File: config.mk
export PLATFORM = sky130hd
export DESIGN_NAME = arbiter_puf_engine_flat
export DESIGN_NICKNAME = d
export VERILOG_FILES = /design/src/rtl/arbiter_puf_pkg.sv /design/src/rtl/arbiter_puf_engine_if.sv /design/src/rtl/arbiter_puf_engine_puf_chain.sv /design/src/rtl/arbiter_puf_engine.sv /design/src/flat_wrapper.sv
export SDC_FILE = /design/constraint.sdc
export NUM_CORES = 1
export LEC_CHECK = 0
export BUFFER_PORTS_ARGS = -buffer_cell sky130_fd_sc_hd__buf_2
export CAP_MARGIN = 20
export CELL_PAD_IN_SITES_DETAIL_PLACEMENT = 1
export CELL_PAD_IN_SITES_GLOBAL_PLACEMENT = 2
export CORE_ASPECT_RATIO = 0.5
export CORE_MARGIN = 10
export CORE_UTILIZATION = 36
export DETAILED_ROUTE_END_ITERATION = 8
export HOLD_SLACK_MARGIN = 0.15
export PLACE_DENSITY_LB_ADDON = 0.2
export REMOVE_ABC_BUFFERS = 1
export SLEW_MARGIN = 5
export SYNTH_ARGS = -nofsm -noshare
export SYNTH_HDL_FRONTEND = slang
export SYNTH_HIERARCHICAL = 1
export SYNTH_SLANG_ARGS = --single-unit
File: constraint.sdc
create_clock -name clk -period 16.6 [get_ports clk]
set_input_delay 0.83 -clock clk [delete_from_list [all_inputs] [get_ports clk]]
set_output_delay 0.83 -clock clk [all_outputs]
set_load 0.01 [all_outputs]
File: src/rtl/arbiter_puf_pkg.sv
// rtl/arbiter_puf_pkg.sv - shared types, defaults and helpers for the arbiter-PUF engine
//
// Contents:
//   state_e            measurement FSM states
//   DEF_*              default parameter values for the engine
//   rotl()             rotate-left within a programmable width (width <= 64),
//                      used to give each chain its own challenge

package arbiter_puf_pkg;

    typedef enum logic [2:0] {
        ST_IDLE   = 3'd0,
        ST_ARM    = 3'd1,
        ST_FIRE   = 3'd2,
        ST_SAMPLE = 3'd3,
        ST_RESULT = 3'd4
    } state_e;

    localparam int DEF_CHAL_W   = 8;
    localparam int DEF_N_CH     = 8;
    localparam int DEF_VOTE_CNT = 5;
    localparam int DEF_SETTLE   = 4;

    // Rotates the low 'width' bits of 'value' left by 'amount'; upper bits read 0.
    function automatic logic [63:0] rotl(input logic [63:0] value, input int width,
                                         input int amount);
        logic [63:0] r;
        r = '0;
        for (int i = 0; i < 64; i++) begin
            if (i < width) begin
                r[6'((i + amount) % width)] = value[i];
            end
        end
        return r;
    endfunction

endpackage

File: src/rtl/arbiter_puf_engine_if.sv
// rtl/arbiter_puf_engine_if.sv - request/response handshake bundle of the arbiter-PUF engine
//
// Signals:
//   req_valid/req_ready/challenge      challenge request (master -> engine)
//   resp_valid/resp_ready/resp/stable  voted response   (engine -> master)
// Modports: master = requester (tile I/O wrapper), slave = engine.

interface arbiter_puf_engine_if #(
    parameter int CHAL_W = 8,
    parameter int N_CH   = 8
);
    logic              req_valid;
    logic              req_ready;
    logic [CHAL_W-1:0] challenge;
    logic              resp_valid;
    logic              resp_ready;
    logic [N_CH-1:0]   resp;
    logic [N_CH-1:0]   stable;

    modport master (
        output req_valid, challenge, resp_ready,
        input  req_ready, resp_valid, resp, stable
    );

    modport slave (
        input  req_valid, challenge, resp_ready,
        output req_ready, resp_valid, resp, stable
    );

endinterface

File: src/rtl/arbiter_puf_engine_puf_chain.sv
// rtl/arbiter_puf_engine_puf_chain.sv - one arbiter-PUF delay line with its arbiter flop
//
// Ports:
//   pulse      in  launch edge, fed into both paths of stage 0
//   challenge  in  CHAL_W, stage i swaps the two paths when challenge[i]=1
//   arb_q      out arbiter decision: 1 when the bottom path won the race;
//                  asynchronous to any system clock, must be synchronised

module puf_chain #(
    parameter int CHAL_W = 8
) (
    input  logic              pulse,
    input  logic [CHAL_W-1:0] challenge,
    output logic              arb_q
);

    // Each stage gets its own pair of named nets so the two race paths stay
    // physically distinct and survive optimisation.
    for (genvar i = 0; i < CHAL_W; i++) begin : g_stage
        (* keep = "true" *) logic top;
        (* keep = "true" *) logic bot;
        logic top_in;
        logic bot_in;

        if (i == 0) begin : g_first
            assign top_in = pulse;
            assign bot_in = pulse;
        end else begin : g_next
            assign top_in = g_stage[i-1].top;
            assign bot_in = g_stage[i-1].bot;
        end

        assign top = challenge[i] ? bot_in : top_in;
        assign bot = challenge[i] ? top_in : bot_in;
    end

    // The top path clocks the arbiter: bot already high means bot arrived first.
    always_ff @(posedge g_stage[CHAL_W-1].top) begin
        arb_q <= g_stage[CHAL_W-1].bot;
    end

endmodule

File: src/rtl/arbiter_puf_engine.sv
// rtl/arbiter_puf_engine.sv - multi-channel arbiter-PUF measurement engine with majority vote
//
// Ports:
//   clk, rst_n   system clock, synchronous active-low reset
//   ena          tile enable; low aborts a measurement in ARM/FIRE/SAMPLE
//   bus          slave side of arbiter_puf_engine_if (request / voted response)
//   busy         measurement in progress (ARM/FIRE/SAMPLE)
//   puf_pulse    launch pulse driven into all chains
//   dbg_en       quasi-static; 1 = vote on dbg_resp instead of the arbiters
//   dbg_resp     N_CH substitute arbiter values
//
// Each evaluation: ARM (pulse low, SETTLE cycles), FIRE (pulse high,
// SETTLE+2 cycles so the arbiters resolve and the 2-flop synchronisers
// settle), SAMPLE (1 cycle, accumulate votes). VOTE_CNT evaluations are
// followed by RESULT; its first cycle registers resp/stable and raises
// resp_valid, which then holds until resp_ready.

module arbiter_puf_engine
    import arbiter_puf_pkg::*;
#(
    parameter int CHAL_W   = DEF_CHAL_W,
    parameter int N_CH     = DEF_N_CH,
    parameter int VOTE_CNT = DEF_VOTE_CNT,
    parameter int SETTLE   = DEF_SETTLE
) (
    input  logic                 clk,
    input  logic                 rst_n,
    input  logic                 ena,
    arbiter_puf_engine_if.slave  bus,
    output logic                 busy,
    output logic                 puf_pulse,
    input  logic                 dbg_en,
    input  logic [N_CH-1:0]      dbg_resp
);

    localparam int VW = $clog2(VOTE_CNT + 1);
    localparam int TW = $clog2(SETTLE + 3);

    localparam logic [VW-1:0] VOTE_MAX  = VW'(VOTE_CNT);
    localparam logic [VW-1:0] VOTE_HALF = VW'(VOTE_CNT / 2);
    localparam logic [TW-1:0] ARM_LAST  = TW'(SETTLE - 1);
    localparam logic [TW-1:0] FIRE_LAST = TW'(SETTLE + 1);

    state_e            state_q;
    state_e            state_d;
    logic [TW-1:0]     tmr_q;
    logic [VW-1:0]     rep_q;
    logic [VW-1:0]     vote_q [N_CH];
    logic [CHAL_W-1:0] challenge_q;
    logic [N_CH-1:0]   arb_q;
    logic [N_CH-1:0]   sync1_q;
    logic [N_CH-1:0]   sync2_q;
    logic [N_CH-1:0]   sample_bits;
    logic [N_CH-1:0]   resp_q;
    logic [N_CH-1:0]   stable_q;
    logic [N_CH-1:0]   resp_d;
    logic [N_CH-1:0]   stable_d;
    logic              resp_valid_q;
    logic              req_fire;
    logic              resp_fire;
    logic              last_rep;

    // rst_n gating keeps req_ready low while reset is held.
    assign bus.req_ready  = (state_q == ST_IDLE) & ena & rst_n;
    assign bus.resp_valid = resp_valid_q;
    assign bus.resp       = resp_q;
    assign bus.stable     = stable_q;

    assign req_fire  = bus.req_valid & bus.req_ready;
    assign resp_fire = resp_valid_q & bus.resp_ready;
    assign last_rep  = (rep_q + VW'(1)) == VOTE_MAX;

    assign sample_bits = dbg_en ? dbg_resp : sync2_q;

    // Delay chains, channel k sees the challenge rotated left by k.
    for (genvar k = 0; k < N_CH; k++) begin : g_ch
        logic [CHAL_W-1:0] chal_k;

        assign chal_k = CHAL_W'(rotl(64'(challenge_q), CHAL_W, k % CHAL_W));

        puf_chain #(
            .CHAL_W (CHAL_W)
        ) u_chain (
            .pulse     (puf_pulse),
            .challenge (chal_k),
            .arb_q     (arb_q[k])
        );
    end

    // Next state and state-decoded outputs.
    always_comb begin
        state_d   = state_q;
        busy      = 1'b0;
        puf_pulse = 1'b0;
        case (state_q)
            ST_IDLE: begin
                if (req_fire) begin
                    state_d = ST_ARM;
                end
            end
            ST_ARM: begin
                busy = 1'b1;
                if (!ena) begin
                    state_d = ST_IDLE;
                end else if (tmr_q == ARM_LAST) begin
                    state_d = ST_FIRE;
                end
            end
            ST_FIRE: begin
                busy      = 1'b1;
                puf_pulse = 1'b1;
                if (!ena) begin
                    state_d = ST_IDLE;
                end else if (tmr_q == FIRE_LAST) begin
                    state_d = ST_SAMPLE;
                end
            end
            ST_SAMPLE: begin
                busy      = 1'b1;
                puf_pulse = 1'b1;
                if (!ena) begin
                    state_d = ST_IDLE;
                end else if (last_rep) begin
                    state_d = ST_RESULT;
                end else begin
                    state_d = ST_ARM;
                end
            end
            ST_RESULT: begin
                if (resp_fire) begin
                    state_d = ST_IDLE;
                end
            end
            default: begin
                state_d = ST_IDLE;
            end
        endcase
    end

    // Majority and unanimity from the finished vote counts.
    always_comb begin
        resp_d   = '0;
        stable_d = '0;
        for (int k = 0; k < N_CH; k++) begin
            resp_d[k]   = vote_q[k] > VOTE_HALF;
            stable_d[k] = (vote_q[k] == '0) | (vote_q[k] == VOTE_MAX);
        end
    end

    always_ff @(posedge clk) begin
        if (!rst_n) begin
            state_q      <= ST_IDLE;
            tmr_q        <= '0;
            rep_q        <= '0;
            challenge_q  <= '0;
            sync1_q      <= '0;
            sync2_q      <= '0;
            resp_q       <= '0;
            stable_q     <= '0;
            resp_valid_q <= 1'b0;
            for (int k = 0; k < N_CH; k++) begin
                vote_q[k] <= '0;
            end
        end else begin
            state_q <= state_d;
            sync1_q <= arb_q;
            sync2_q <= sync1_q;

            if (req_fire) begin
                challenge_q <= bus.challenge;
            end

            // Phase timer restarts on every state change.
            if ((state_d != state_q) || !busy) begin
                tmr_q <= '0;
            end else begin
                tmr_q <= tmr_q + TW'(1);
            end

            // Entering IDLE (completion or abort) always clears the votes.
            if (state_d == ST_IDLE) begin
                rep_q <= '0;
                for (int k = 0; k < N_CH; k++) begin
                    vote_q[k] <= '0;
                end
            end else if (state_q == ST_SAMPLE) begin
                rep_q <= rep_q + VW'(1);
                for (int k = 0; k < N_CH; k++) begin
                    vote_q[k] <= vote_q[k] + VW'(sample_bits[k]);
                end
            end

            if ((state_q == ST_RESULT) && !resp_valid_q) begin
                resp_valid_q <= 1'b1;
                resp_q       <= resp_d;
                stable_q     <= stable_d;
            end else if (resp_fire) begin
                resp_valid_q <= 1'b0;
            end
        end
    end

endmodule
File: src/flat_wrapper.sv
// flat-port wrapper written by rule: the top's interface ports become plain ports
module arbiter_puf_engine_flat import arbiter_puf_pkg::*;
#(
    parameter int CHAL_W   = DEF_CHAL_W,
    parameter int N_CH     = DEF_N_CH,
    parameter int VOTE_CNT = DEF_VOTE_CNT,
    parameter int SETTLE   = DEF_SETTLE
)
  (clk, rst_n, ena, busy, puf_pulse, dbg_en, dbg_resp, bus_req_valid, bus_challenge, bus_resp_ready, bus_req_ready, bus_resp_valid, bus_resp, bus_stable);
  arbiter_puf_engine_if #(.CHAL_W(CHAL_W), .N_CH(N_CH)) bus_i ();
  input  logic clk;
  input  logic rst_n;
  input  logic ena;
  output logic busy;
  output logic puf_pulse;
  input  logic dbg_en;
  input  logic [N_CH-1:0] dbg_resp;
  input wire logic [$bits(bus_i.req_valid)-1:0] bus_req_valid;
  input wire logic [$bits(bus_i.challenge)-1:0] bus_challenge;
  input wire logic [$bits(bus_i.resp_ready)-1:0] bus_resp_ready;
  output wire logic [$bits(bus_i.req_ready)-1:0] bus_req_ready;
  output wire logic [$bits(bus_i.resp_valid)-1:0] bus_resp_valid;
  output wire logic [$bits(bus_i.resp)-1:0] bus_resp;
  output wire logic [$bits(bus_i.stable)-1:0] bus_stable;
  assign bus_i.req_valid = bus_req_valid;
  assign bus_i.challenge = bus_challenge;
  assign bus_i.resp_ready = bus_resp_ready;
  assign bus_req_ready = bus_i.req_ready;
  assign bus_resp_valid = bus_i.resp_valid;
  assign bus_resp = bus_i.resp;
  assign bus_stable = bus_i.stable;
  arbiter_puf_engine #(.CHAL_W(CHAL_W), .N_CH(N_CH), .VOTE_CNT(VOTE_CNT), .SETTLE(SETTLE)) u_core (.clk(clk), .rst_n(rst_n), .ena(ena), .bus(bus_i), .busy(busy), .puf_pulse(puf_pulse), .dbg_en(dbg_en), .dbg_resp(dbg_resp));
endmodule
---- Word level (Yosys, flattened, before mapping) ----
Memories as Yosys holds them, arrays and structs flattened.
Index checks and enable logic that the tools add are counted.
cells by class
  add/sub/neg operators ................... 10
  $lt $le $gt $ge ......................... 8
  eq/ne operators ......................... 16
  multiplexer cells ....................... 38
  bitwise logic cells ..................... 29
  reduce and logical (&&, ||, !) cells .... 19
operators by type and width
  operator                                            number
  2-to-1 mux 3 bit                                    24
  == test 3 bit, second input constant                11
  zero test 3 bit                                     10
  adder 3 x 1 -> 3 bit                                8
  > comparator 3 x 2 -> 1 bit, second input constant  8
  bitwise OR 1 bit                                    24
  one-hot mux 3 bit (5 select lines)                  1
  2-to-1 mux 1 bit                                    12
  == test 3 x 2 -> 1 bit, second input constant       3
  2-to-1 mux 8 bit                                    1
  adder 3 x 1 -> 3 bit, second input constant         2
  OR reduction 2 bit                                  3
  bitwise AND 1 bit                                   4
  == test 3 x 1 -> 1 bit, second input constant       1
  inequality test 3 bit                               1
  OR reduction 3 bit                                  1
  zero test 1 bit                                     2
  nonzero test 2 bit                                  1
  logical AND 1 bit                                   1
  logical OR 1 bit                                    1
  NOT 1 bit                                           1
word-level totals
  bits in registers ....................... 29
  RAM bits ................................ 24
  input port bits ......................... 22
  output and inout port bits .............. 20
  memories ................................ 1
memory list
  name           depth  width  read ports  clocked after memory_dff  write ports  RTL line                  text
  u_core.vote_q  8      3      8           0                         8            arbiter_puf_engine.sv:48  logic [VW-1:0] vote_q [N_CH];

---- Logic depth before layout (Yosys ltp) ----
  depth after elaboration ................. 12
  depth in mapped cells ................... 7
  mapped depth without buffers ............ 7

---- Cells and area by module ----
Netlist, hierarchy kept.
by module, submodules not included
  module              instances  cells an instance  area each (um2)
  arbiter_puf_engine  1          302                3260.6
  puf_chain           8          17                 140.1

==> impl_metrics.json <==
{
  "status": "completed",
  "hold_start": "u_core/sync1_q[2]",
  "diodes": 0,
  "routedWlPerCell_um": 15.2,
  "critPathCaptureType": "output port",
  "power.density_nw_per_um2": 99.1,
  "drv_cap": 0,
  "ctsResizeCount": 0,
  "leakage_uw": 0.00161,
  "combPwrFrac_pct": 3.4,
  "period_share_pct": 17.7,
  "dr_total_vias": 2054,
  "r2r_start": "u_core/state_q[2]",
  "final_net_count": 357,
  "antenna_found_initial": 0,
  "wl_um": 6530,
  "required_ps": 15770,
  "grt.met1_usage_pct": 12.4,
  "tightest_slew_ps": 1020,
  "h-tree-depth": 3,
  "first_pass_iters": 4,
  "start_util_pct": 38.1,
  "min_to": "u_core/sync2_q[2]",
  "ant_nets": 0,
  "ff2ff_setup_slack_ps": 13850,
  "port-buffer-count": 33,
  "grt_pass1_wl_um": 11000,
  "r2r_cells": 3,
  "clk_latency_ps": 330,
  "layout-drive-gt1-share_pct": 20.1,
  "grt.busiest_layer": "met2",
  "numCtsBuffers": 9,
  "critPathMaxFanout": 42,
  "grt_pass1_vias": 2157,
  "cp_data_arrival_time_ps": 2110,
  "setup_violations": 0,
  "die_w_um": 152,
  "switching_share_pct": 20.6,
  "period_minus_slack_ps": 2940,
  "p_sw_uw": 74.6,
  "max_freq_mhz": 341,
  "cts_setup_buffers": 0,
  "slew_violations": 0,
  "worst_path_max_delay_cell": "buf_2",
  "timing.rr.end": "u_core/vote_q[0][3]",
  "ir_worst_vdd_uv": 52.1,
  "fp.dieH_um": 86.2,
  "hpwl_um": 4630,
  "p_int_uw": 288,
  "core_um2": 8260,
  "gr-usage-met2_pct": 16.9,
  "io-pin-count": 42,
  "path_cells": "buf_2 > inv_2 > nor3_1 > buf_2",
  "num_rows": 23,
  "max_slew_margin_pct": 31.9,
  "clockBufferDepth": 2,
  "p_seq_share_pct": 47.0,
  "clk_pin_slew_ps": 50,
  "finalPower_uw": 363,
  "drt_iter0_drc": 59,
  "hold_viol": 0,
  "hold_path_depth": 1,
  "cp_top_family": "buffers and inverters",
  "crit_path_max_incr_delay_ps": 500,
  "areaGrowthSynthToFinish_pct": 16.1,
  "root_buffer": "clkbuf_16",
  "viasPerCell": 4.78,
  "untimed_endpoints": 8,
  "ys_warn_count": 6,
  "critPathMostFrequentCell": "buf_2",
  "hp-class": "reg -> reg",
  "place_congestion": 0.759,
  "grt.met3_usage_pct": 4.29,
  "unclocked_regs": 8,
  "p_clk_share_pct": 49.6,
  "synth_area_um2": 3150,
  "grt-ovfl-total": 0,
  "finClkSkew_ps": 6.00,
  "fin_tns_setup_ps": 0,
  "place_worst_setup_slack_ps": 13370,
  "rsz0062_at_grt": "no",
  "synth_cells": 286,
  "avgSynthCellArea_um2": 11.0,
  "grt_start_max_net_pins": 43,
  "worstSetupPathType": "in -> out",
  "cts-hold-fix-buffers": 0,
  "start_kind": "input port",
  "remaining_drc_errors": 0,
  "dieArea_um2": 13100,
  "grt_usage_pct": 10.5,
  "final.setup.worst_slack_ps": 13660,
  "cp_num_buf_inv": 3,
  "cts_tree": "done"
}
[power by group through the flow]
stage	Combinational, uW	Clock (uW)	Sequential (uW)
after floorplan	6.91	0	173
after global placement	12.1	0	173
after detailed placement	12.6	0	174
after CTS	12.6	187	170
after global routing	14.2	195	171
final	12.3	180	170
[worst max-delay path by stage]
stage	from	endpoint	slack, ps	depth (start not counted)
6_report	rst_n	bus_req_ready	13660	4
5_1_grt	rst_n	bus_req_ready	13480	4
4_1_cts	rst_n	bus_req_ready	13610	4
3_5_place_dp	ena	u_core/vote_q[0][4]	13370	4
3_3_place_gp	ena	u_core/vote_q[0][5]	13410	4
2_1_floorplan	ena	u_core/vote_q[0][10]	13340	3
[layout by cell type (no fill, tap or decap), types with 10 or more instances in the layout]
cell,instances
a21oi_1,10
and3_1,14
nor3_1,19
edfxtp_1,21
ha_1,21
nor2_1,32
xor2_1,10
and2_1,19
buf_2,33
dfxtp_1,53
[stage by stage]
step | cells | instance area, um2 | utilization [%] | hold WS [ps]
2_1_floorplan | 270 | 3070 | - | 412
3_3_place_gp | 415 | 3380 | 40.9 | 414
3_5_place_dp | 415 | 3380 | 40.9 | 420
4_1_cts | 430 | 3660 | 44.3 | 432
5_1_grt | 430 | 3660 | 44.3 | 448
6_report | 430 | 3660 | 44.3 | 429
[worst register-to-register path, stage by stage (launching register included)]
cell,delay (ps)
dfxtp_1,510
and4b_1,540
a211o_4,510
o311ai_2,800
[flip-flops by register name, summed over array words and instances (netlist names)]
name / cells
u_core/g_ch.u_chain/arb_q: 8
u_core/bus.resp_valid: 1
u_core/bus.resp: 8
u_core/sync2_q: 8
u_core/vote_q: 24
u_core/rep_q: 3
u_core/state_q: 3
u_core/bus.stable: 8
u_core/tmr_q: 3
u_core/sync1_q: 8
[area by class of cell]
cell class	instances	area, um2
clock buffers	11	233
clock inverters	4	45.0
fillers	896	4600
inverters	7	26.3
multi-input cells	189	1360
flip-flops and latches	74	1690
well taps	112	140
repair buffers	33	165
[per-layer routing]
metal	up-vias	part of all wire, %
met2	26	46
met4	0	1.5
li1	1055	-
met5	-	0
met1	963	48
met3	10	4.5
Power figures use the tool's default switching activity.
